==> config.mk <==
export PLATFORM = sky130hd
export DESIGN_NAME = mips_instr_encoder
export DESIGN_NICKNAME = d
export VERILOG_FILES = /design/src/rtl/mips_instr_encoder.sv
export SDC_FILE = /design/constraint.sdc
export NUM_CORES = 1
export LEC_CHECK = 0
export BUFFER_PORTS_ARGS = -buffer_cell sky130_fd_sc_hd__buf_2
export CAP_MARGIN = 20
export CORE_MARGIN = 2
export CORE_UTILIZATION = 30
export DETAILED_ROUTE_END_ITERATION = 8
export RECOVER_POWER = 25
export SLEW_MARGIN = 5
export SYNTH_ARGS = -nofsm -noshare
export SYNTH_HDL_FRONTEND = slang
export SYNTH_SLANG_ARGS = --single-unit
export TNS_END_PERCENT = 100
==> constraint.sdc <==
create_clock -name clk -period 2.3 [get_ports clk]
set_input_delay 0.345 -clock clk [delete_from_list [all_inputs] [get_ports clk]]
set_output_delay 0.345 -clock clk [all_outputs]
set_load 0.05 [all_outputs]
==> src/rtl/mips_instr_encoder.sv <==
// Buffered MIPS instruction encoder: packs op requests into 32-bit words and queues them in a FIFO.
// Optional enqueue counter built only when MIPS_ENC_COUNT_EN is defined; otherwise enc_count reads 0.
module mips_instr_encoder #(
  parameter int DEPTH = 4
) (
  input  logic        clk,
  input  logic        reset_n,
  input  logic        req_valid,
  output logic        req_ready,
  input  logic [2:0]  req_op,
  input  logic [4:0]  req_rs,
  input  logic [4:0]  req_rt,
  input  logic [4:0]  req_rd,
  input  logic [5:0]  req_funct,
  input  logic [15:0] req_imm,
  input  logic [25:0] req_target,
  output logic [31:0] instr,
  output logic        instr_valid,
  input  logic        instr_ready,
  output logic        err,
  input  logic        err_clr,
  output logic [15:0] enc_count
);

  localparam int PW = (DEPTH > 1) ? $clog2(DEPTH) : 1;
  localparam int CW = $clog2(DEPTH + 1);

  logic [31:0]   r_mem [DEPTH];
  logic [PW-1:0] r_wptr;
  logic [PW-1:0] r_rptr;
  logic [CW-1:0] r_count;
  logic [31:0]   r_instr;
  logic          r_err;

  logic          w_full;
  logic          w_empty;
  logic          w_accept;
  logic          w_legal;
  logic          w_push;
  logic          w_pop;
  logic [31:0]   w_word;
  logic [PW-1:0] w_rptr_nxt;
  logic [CW-1:0] w_count_nxt;
  logic [31:0]   w_head_nxt;

  assign w_full   = (r_count == CW'(DEPTH));
  assign w_empty  = (r_count == '0);
  assign w_accept = req_valid && !w_full;
  assign w_legal  = (req_op <= 3'd5);
  assign w_push   = w_accept && w_legal;
  assign w_pop    = !w_empty && instr_ready;

  always_comb begin
    w_word = 32'h0;
    case (req_op)
      3'd0:    w_word = {6'b000000, req_rs, req_rt, req_rd, 5'b00000, req_funct};
      3'd1:    w_word = {6'b100011, req_rs, req_rt, req_imm};
      3'd2:    w_word = {6'b101011, req_rs, req_rt, req_imm};
      3'd3:    w_word = {6'b000101, req_rs, req_rt, req_imm};
      3'd4:    w_word = {6'b001110, req_rs, req_rt, req_imm};
      3'd5:    w_word = {6'b000010, req_target};
      default: w_word = 32'h0;
    endcase
  end

  // The output word is a register tracking the next head; a push into an
  // otherwise empty slot becomes the head directly, and an empty FIFO holds.
  always_comb begin
    w_rptr_nxt  = w_pop ? (r_rptr + PW'(1)) : r_rptr;
    w_count_nxt = r_count;
    if (w_push && !w_pop)      w_count_nxt = r_count + CW'(1);
    else if (!w_push && w_pop) w_count_nxt = r_count - CW'(1);
    w_head_nxt = r_instr;
    if (w_count_nxt != '0) begin
      if (w_push && (r_wptr == w_rptr_nxt)) w_head_nxt = w_word;
      else                                  w_head_nxt = r_mem[w_rptr_nxt];
    end
  end

  always_ff @(posedge clk) begin
    if (reset_n && w_push) r_mem[r_wptr] <= w_word;
  end

  always_ff @(posedge clk) begin
    if (!reset_n) begin
      r_wptr  <= '0;
      r_rptr  <= '0;
      r_count <= '0;
      r_instr <= 32'h0;
      r_err   <= 1'b0;
    end else begin
      if (w_push) r_wptr <= r_wptr + PW'(1);
      r_rptr  <= w_rptr_nxt;
      r_count <= w_count_nxt;
      r_instr <= w_head_nxt;
      if (w_accept && !w_legal) r_err <= 1'b1;
      else if (err_clr)         r_err <= 1'b0;
    end
  end

`ifdef MIPS_ENC_COUNT_EN
  logic [15:0] r_enc_count;

  always_ff @(posedge clk) begin
    if (!reset_n)    r_enc_count <= 16'h0;
    else if (w_push) r_enc_count <= r_enc_count + 16'h1;
  end

  assign enc_count = r_enc_count;
`else
  assign enc_count = 16'h0;
`endif

  assign req_ready   = !w_full;
  assign instr_valid = !w_empty;
  assign instr       = r_instr;
  assign err         = r_err;

endmodule

== Word level (Yosys, flattened, before mapping) ==
Memory sizes are Yosys's and may differ from the RTL's. A register that Yosys moved wholly into a read port is not among the register bits.
Index checks and enable logic that the tools add are counted.

* Register bits after elaboration: 8
* Latch bits: 0
* Bits in writable memories: 128
* Memory bits (read-only): 0
* Input bits: 71
* Output and inout port bits: 51
* Logic and storage cells: 41
* Memories kept: 1

* Add/subtract/negate cells: 4
* Multiply operators: 0
* Divide/modulo/power cells: 0
* Magnitude comparators: 1
* Equal/unequal tests: 6
* Shifts and indexed selects: 0
* Multiplexer cells: 8
* Bitwise gates (word level): 0
* Reduce and logical (&&, ||, !) cells: 17

{| class="wikitable"
|+ Memories
! memory !! depth !! width !! read ports !! clocked after Yosys merged registers in !! write ports !! RTL line !! RTL
|-
| r_mem || 4 || 32 || 1 || 1 || 1 || 28 || <nowiki>logic [31:0] r_mem [DEPTH];</nowiki>
|}

{| class="wikitable"
|+ Operators with widths
! operator !! number
|-
| 32-bit one-hot mux with 6 select lines || 1
|-
| 3-bit == test, second input constant || 3
|-
| 1-bit logical AND || 7
|-
| 3-bit by 2-bit == test with 1-bit output, second input constant || 2
|-
| 1-bit logical NOT || 6
|-
| 3-bit logical NOT || 2
|-
| 3-bit two-way mux || 2
|-
| 2-bit by 1-bit adder with 2-bit output, second input constant || 2
|-
| 1-bit two-way mux || 4
|-
| 3-bit by 1-bit adder with 3-bit output, second input constant || 1
|-
| 3-bit by 1-bit == test with 1-bit output, second input constant || 1
|-
| 3-bit less-or-equal comparator, second input constant || 1
|-
| 3-bit nonzero test || 1
|-
| 3-bit by 1-bit subtractor with 3-bit output, second input constant || 1
|-
| 2-bit two-way mux || 1
|-
| 2-bit nonzero test || 1
|}

== Depth between registers and ports, before layout ==
* Depth after elaboration: 9
* Mapped depth: 10
* Gate-level depth less buffers: 9

== Worst setup path after synthesis ==
No wires, ideal clock.

* Path type: reg-to-reg
* From: reg r_count[0]
* To: mem r_mem[1][0] (enable)
* Library setup time: 0.391 ns
* Data arrival time: 2.057 ns
* Required time: 1.909 ns
* Slack: -0.148 ns
* Cell stages (with the launch flop): 6
* Path buffers: 0
* Clock period less this slack: 2.448 ns
* Cell sequence: dfxtp_1 inv_1 ha_1 a21bo_2 nor3_1 and2_1

* Word-level cells in the longest chain between the ends: 7

{| class="wikitable"
|+ Ends and longest elaborated chain
! item !! RTL line !! RTL
|-
| start: declaration || 31 || <nowiki>logic [CW-1:0] r_count;</nowiki>
|-
| start signal: assignment || 94 || <nowiki>r_count <= w_count_nxt;</nowiki>
|-
| 3-bit == test || 46 || <nowiki>assign w_full = (r_count == CW'(DEPTH));</nowiki>
|-
| 1-bit logical NOT || 48 || <nowiki>assign w_accept = req_valid && !w_full;</nowiki>
|-
| 1-bit logical AND || 48 ||
|-
| 1-bit logical AND || 50 || <nowiki>assign w_push = w_accept && w_legal;</nowiki>
|-
| 1-bit logical AND || 81 || <nowiki>if (reset_n && w_push) r_mem[r_wptr] <= w_word;</nowiki>
|-
| 1-bit two-way mux || 81 ||
|-
| 1-bit two-way mux (not written as such) || 81 ||
|-
| end: declaration || 28 ||
|}

Every way passes these cells.

== Final worst setup path ==
* From: reg r_count[0]
* To: reg r_instr[3] (netlist: instr[3]), read port of r_mem

* Word-level cells in the longest chain between the ends: 9
* Elaborated cells on any way between the ends: 17
* Classes of those cells: 2 x add/sub; 1 x eq/ne; 3 x mux; 11 x reduce/logical

{| class="wikitable"
|+ Ends and longest elaborated chain
! item !! RTL line !! RTL
|-
| 3-bit == test || 46 ||
|-
| 1-bit logical NOT || 48 ||
|-
| 1-bit logical AND || 48 ||
|-
| 1-bit logical AND || 50 ||
|-
| 1-bit logical NOT || 72 || <nowiki>else if (!w_push && w_pop) w_count_nxt = r_count - CW'(1);</nowiki>
|-
| 1-bit logical AND || 72 ||
|-
| 3-bit two-way mux || 72 ||
|-
| 3-bit two-way mux || 71 || <nowiki>if (w_push && !w_pop) w_count_nxt = r_count + CW'(1);</nowiki>
|-
| 3-bit nonzero test || 74 || <nowiki>if (w_count_nxt != '0) begin</nowiki>
|-
| end: declaration || 32 || <nowiki>logic [31:0] r_instr;</nowiki>
|}

Parallel ways exist; a longest one is shown, timed or not.
A chain may end at the register's enable or synchronous reset.

==> summary.md <==
Outcome
* complete, but fails checks — run status
* setup timing — failing checks

GRT
* 29100 um — first-pass GRT wire length
* 5180 — via count of the first global-routing pass
* 0.148 — Total GRT Usage
* 0 — global route total overflow
* 0 — number of antenna violations at the first check in global routing
* 36 — pin count of the biggest net entering global routing

Timing
* 2330 ps — clock period minus worst slack
* 0 — number of max-slew violations in the final report
* 1.01 — Final Cycle Share
* 0 — number of hold violations in the final report
* 0.466 — Slew headroom
* 16 — final setup violation count
* 430 MHz — FMAX
* true — RSZ-0062 raised after global routing
* 802 ps — transition time at the pin with the least slew margin
* -197 ps — summed negative setup slack over all endpoints
* -26.2 ps — setup slack of the critical path after layout
* 9.64 ps — worst clock skew

Layout
* 0.368 — fraction of final layout cells with drive strength greater than 1
* 2380 — Fillers
* 810 — Post-layout nets
* 4510 um2 — Seq. cell area
* 0 — antenna diode count
* 2790 um2 — total area of multi-input combinational cells
* 29.8% — signed area change from the synthesized netlist to the final layout
* 1075 — non-filler instance count after layout

Power and ir drop
* 0.247 — portion of total power attributed to the clock network
* 0.365 — proportion of total power due to net switching
* 0.438 — share of total power in combinational logic
* 4290 uW — Switching Power
* 7470 uW — internal power
* 1190 nW/um2 — Pwr per Cell Area
* 0.00373 uW — leakage
* 11800 uW — post-route total power
* 579 uV — IR Drop Worst-Case VDD
* 0.316 — part of the power in registers

Clocking
* 2 — largest buffer count on any clock path
* 17 — number of buffers added by the clock tree synthesis step
* 163 — TritonCTS Sinks
* 4 — CTS H-tree lvls
* built — TritonCTS clock tree
* 0 — post-cts hold buffer count
* sky130_fd_sc_hd__clkbuf_16 — root buf cell
* 420 ps — insertion delay of the later-clocked pin in the worst-skew pair
* 60 ps — register clock-pin slew on the reported worst setup and hold paths

Floorplanning
* 163 um — die outline width
* 26700 um2 — full die area
* 58 — Site Rows
* 122 — I/O Pins
* 25000 um2 — placeable core region
* 163 um — height of the die
* 0.304 — effective utilization at floorplan

Critical path
* 3 — critical path buffer and inverter count
* 2640 ps — worst endpoint required time
* flip-flop — CP startpoint kind
* 10 — number of gates on the worst path with buffers counted
* instr[3]$_SDFFE_PN0P_ — Crit Reg-Reg Endpoint
* 9 — critical path peak fanout
* 2660 ps — critical path data arrival time
* r_count[0]$_SDFF_PN0_ — Reg-to-Reg Start
* inv_2 -> ha_4 -> a21bo_4 -> o2111a_1 -> or3_4 -> a22oi_4 -> buf_8 -> clkbuf_16 -> a21oi_1 -> a221oi_2 — sequence of cells on the critical path
* compound AO/OA/AOI/OAI gates — Top delay family on crit path
* flip-flop to flip-flop — CP Class
* instr[3]$_SDFFE_PN0P_ — capture point of the critical path
* 350 ps — crit-path max cell delay
* flip-flop — element type at the critical path end
* 10 — R2R depth
* r_count[0]$_SDFF_PN0_ — first element of the critical path
* sky130_fd_sc_hd__or3_4 — highest-delay cell along the critical path
* -30 ps — worst setup slack for register-to-register paths

Drt
* 18.0 um — detailed-route wire length per cell
* 19400 um — overall routed net length
* 0 — remaining antenna violation count
* 0 — DRC violations left
* 4.77 — drt via density
* 4 — number of iterations in the first detailed-routing pass
* 345 — number of design-rule violations left by the first detailed-router iteration
* 5132 — vias

Synth
* 50 — count of unique library cells instantiated by Yosys
* 7610 um2 — post-synthesis instance area
* 0 — yosys synthesis warning count
* 0.592 — register area share after synthesis
* 163 — Synth Register Bits
* 13.2 um2 — Post-Syn Area per Cell
* 577 — Post-Synthesis Cells

Place
* 1023 — Placed Cells incl. Taps
* 12200 um — placed wire-length estimate
* -214 ps — worst slack, placed
* 0.736 — placer congestion estimate
* 104 — Port Buffers

Job
* 0 — Max Cap Violations

Hold path
* primary input to flip-flop — path class of the lowest-slack min-delay path

-- timing repair --
action / CTS / global route
pin swaps: 7 / 27
gates resized for setup: 14 / 23
buffers inserted: 6 / 9
gates cloned: 4 / 2
endpoints found under the setup margin: 31 / 31
-- how the worst min path moves through the flow --
stage          slack, ps  cells past startpoint                      to                    from
4_1_cts              210                      3   r_count[1]$_SDFF_PN0_                 reset_n
5_1_grt              210                      3        err$_SDFFE_PN0P_                 err_clr
6_report             230                      3        err$_SDFFE_PN0P_                 err_clr
3_3_place_gp         450                      2  instr[19]$_SDFFE_PN0P_  instr[19]$_SDFFE_PN0P_
2_1_floorplan        460                      2   r_count[1]$_SDFF_PN0_                 reset_n
3_5_place_dp         450                      2  instr[27]$_SDFFE_PN0P_  instr[27]$_SDFFE_PN0P_
-- metrics by stage --
stage          utilization  area, um2  hold WS (ps)
2_1_floorplan            -       7690           461
3_3_place_gp         0.355       8890           447
3_5_place_dp         0.355       8890           452
4_1_cts              0.388       9720           211
5_1_grt              0.395       9880           215
6_report             0.395       9880           232
-- logic make-up after synthesis --
group                      after synthesis  synth area share
AOI/OAI and AO/OA                      134             0.151
xor gates and xnor gates                 5           0.00575
adders and majority gates                7            0.0115
buffers and inverters                  122            0.0735
DFF                                    163             0.592
muxes                                   42             0.106
other                                    1          0.000493
and+or+nand+nor                        103            0.0598
-- power by group through the flow --
stage / registers, uW / logic, uW / clock network (uW)
final: 3710 / 5150 / 2900
after global routing: 3750 / 5480 / 3080
after CTS: 3710 / 4920 / 2950
after detailed placement: 3760 / 4320 / 0
after global placement: 3770 / 4260 / 0
after floorplan: 4460 / 2390 / 0
-- per-layer routing --
layer	wire length, um	global-route usage	share of wire	vias up
li1	-	-	-	2432
met1	8540	0.189	0.44	2566
met2	9470	0.246	0.49	117
met3	1120	0.0350	0.058	17
met4	258	0.0483	0.013	0
met5	0	0	0	-
-- registers in the layout, summed over array words and instances (netlist names) --
name	count
r_rptr	2
instr	31
r_mem	124
err	1
r_wptr	2
r_count	3
-- tightest hold or removal path: cells and delay by family --
| kind | cells | cell delay, ps |
|---|---|---|
| buf+inv | 1 | 70 |
| compound gates | 1 | 150 |
| simple gates | 1 | 40 |
-- cell usage after synthesis (all sizes together) --
master | instances | area, um2
a2111oi | 1 | 15.0
a211o | 1 | 8.76
a21bo | 1 | 10.0
a21oi | 35 | 175
a221o | 11 | 110
a221oi | 31 | 453
a22o | 5 | 43.8
a22oi | 1 | 21.3
a2bb2oi | 10 | 87.6
a31o | 1 | 8.76
a31oi | 1 | 6.26
and2 | 8 | 50.1
and3 | 2 | 12.5
buf | 32 | 221
clkbuf | 24 | 90.1
clkinv | 1 | 3.75
conb | 1 | 3.75
dfxtp | 39 | 781
edfxtp | 124 | 3720
ha | 7 | 87.6
inv | 65 | 244
mux2i | 11 | 110
mux4 | 31 | 698
nand2 | 58 | 218
nand2b | 2 | 12.5
nand3 | 1 | 5.00
nand4 | 1 | 6.26
nor2 | 20 | 75.1
nor2b | 5 | 33.8
nor3 | 1 | 5.00
nor3b | 1 | 7.51
nor4 | 1 | 6.26
o2111a | 1 | 11.3
o211ai | 1 | 7.51
o21a | 2 | 15.0
o21ai | 21 | 105
o22a | 1 | 8.76
o22ai | 10 | 62.6
or2 | 1 | 6.26
or3 | 2 | 17.5
xnor2 | 4 | 35.0
xor2 | 1 | 8.76
-- area by class of cell --
cell class,count,share of cell area
clock buffers,19,0.0470
clock inverters,13,0.0147
inverters,66,0.0253
multi-input cells,309,0.282
flip-flops and latches,163,0.456
well taps,330,0.0418
repair buffers,175,0.133
-- cell usage in the layout (no fill, tap or decap), types with 17 or more instances in the layout --
master / netlist / routed
sky130_fd_sc_hd__a21oi_1: 35 / 20
sky130_fd_sc_hd__a221oi_2: 29 / 31
sky130_fd_sc_hd__buf_2: 9 / 76
sky130_fd_sc_hd__buf_4: 18 / 43
sky130_fd_sc_hd__clkbuf_1: 24 / 32
sky130_fd_sc_hd__clkbuf_16: 0 / 20
sky130_fd_sc_hd__conb_1: 1 / 17
sky130_fd_sc_hd__dfxtp_1: 39 / 37
sky130_fd_sc_hd__edfxtp_1: 124 / 124
sky130_fd_sc_hd__inv_1: 64 / 62
sky130_fd_sc_hd__mux4_2: 31 / 31
sky130_fd_sc_hd__nand2_1: 58 / 58
sky130_fd_sc_hd__nor2_1: 20 / 20
sky130_fd_sc_hd__o21ai_0: 20 / 18
Power figures use the tool's default switching activity.
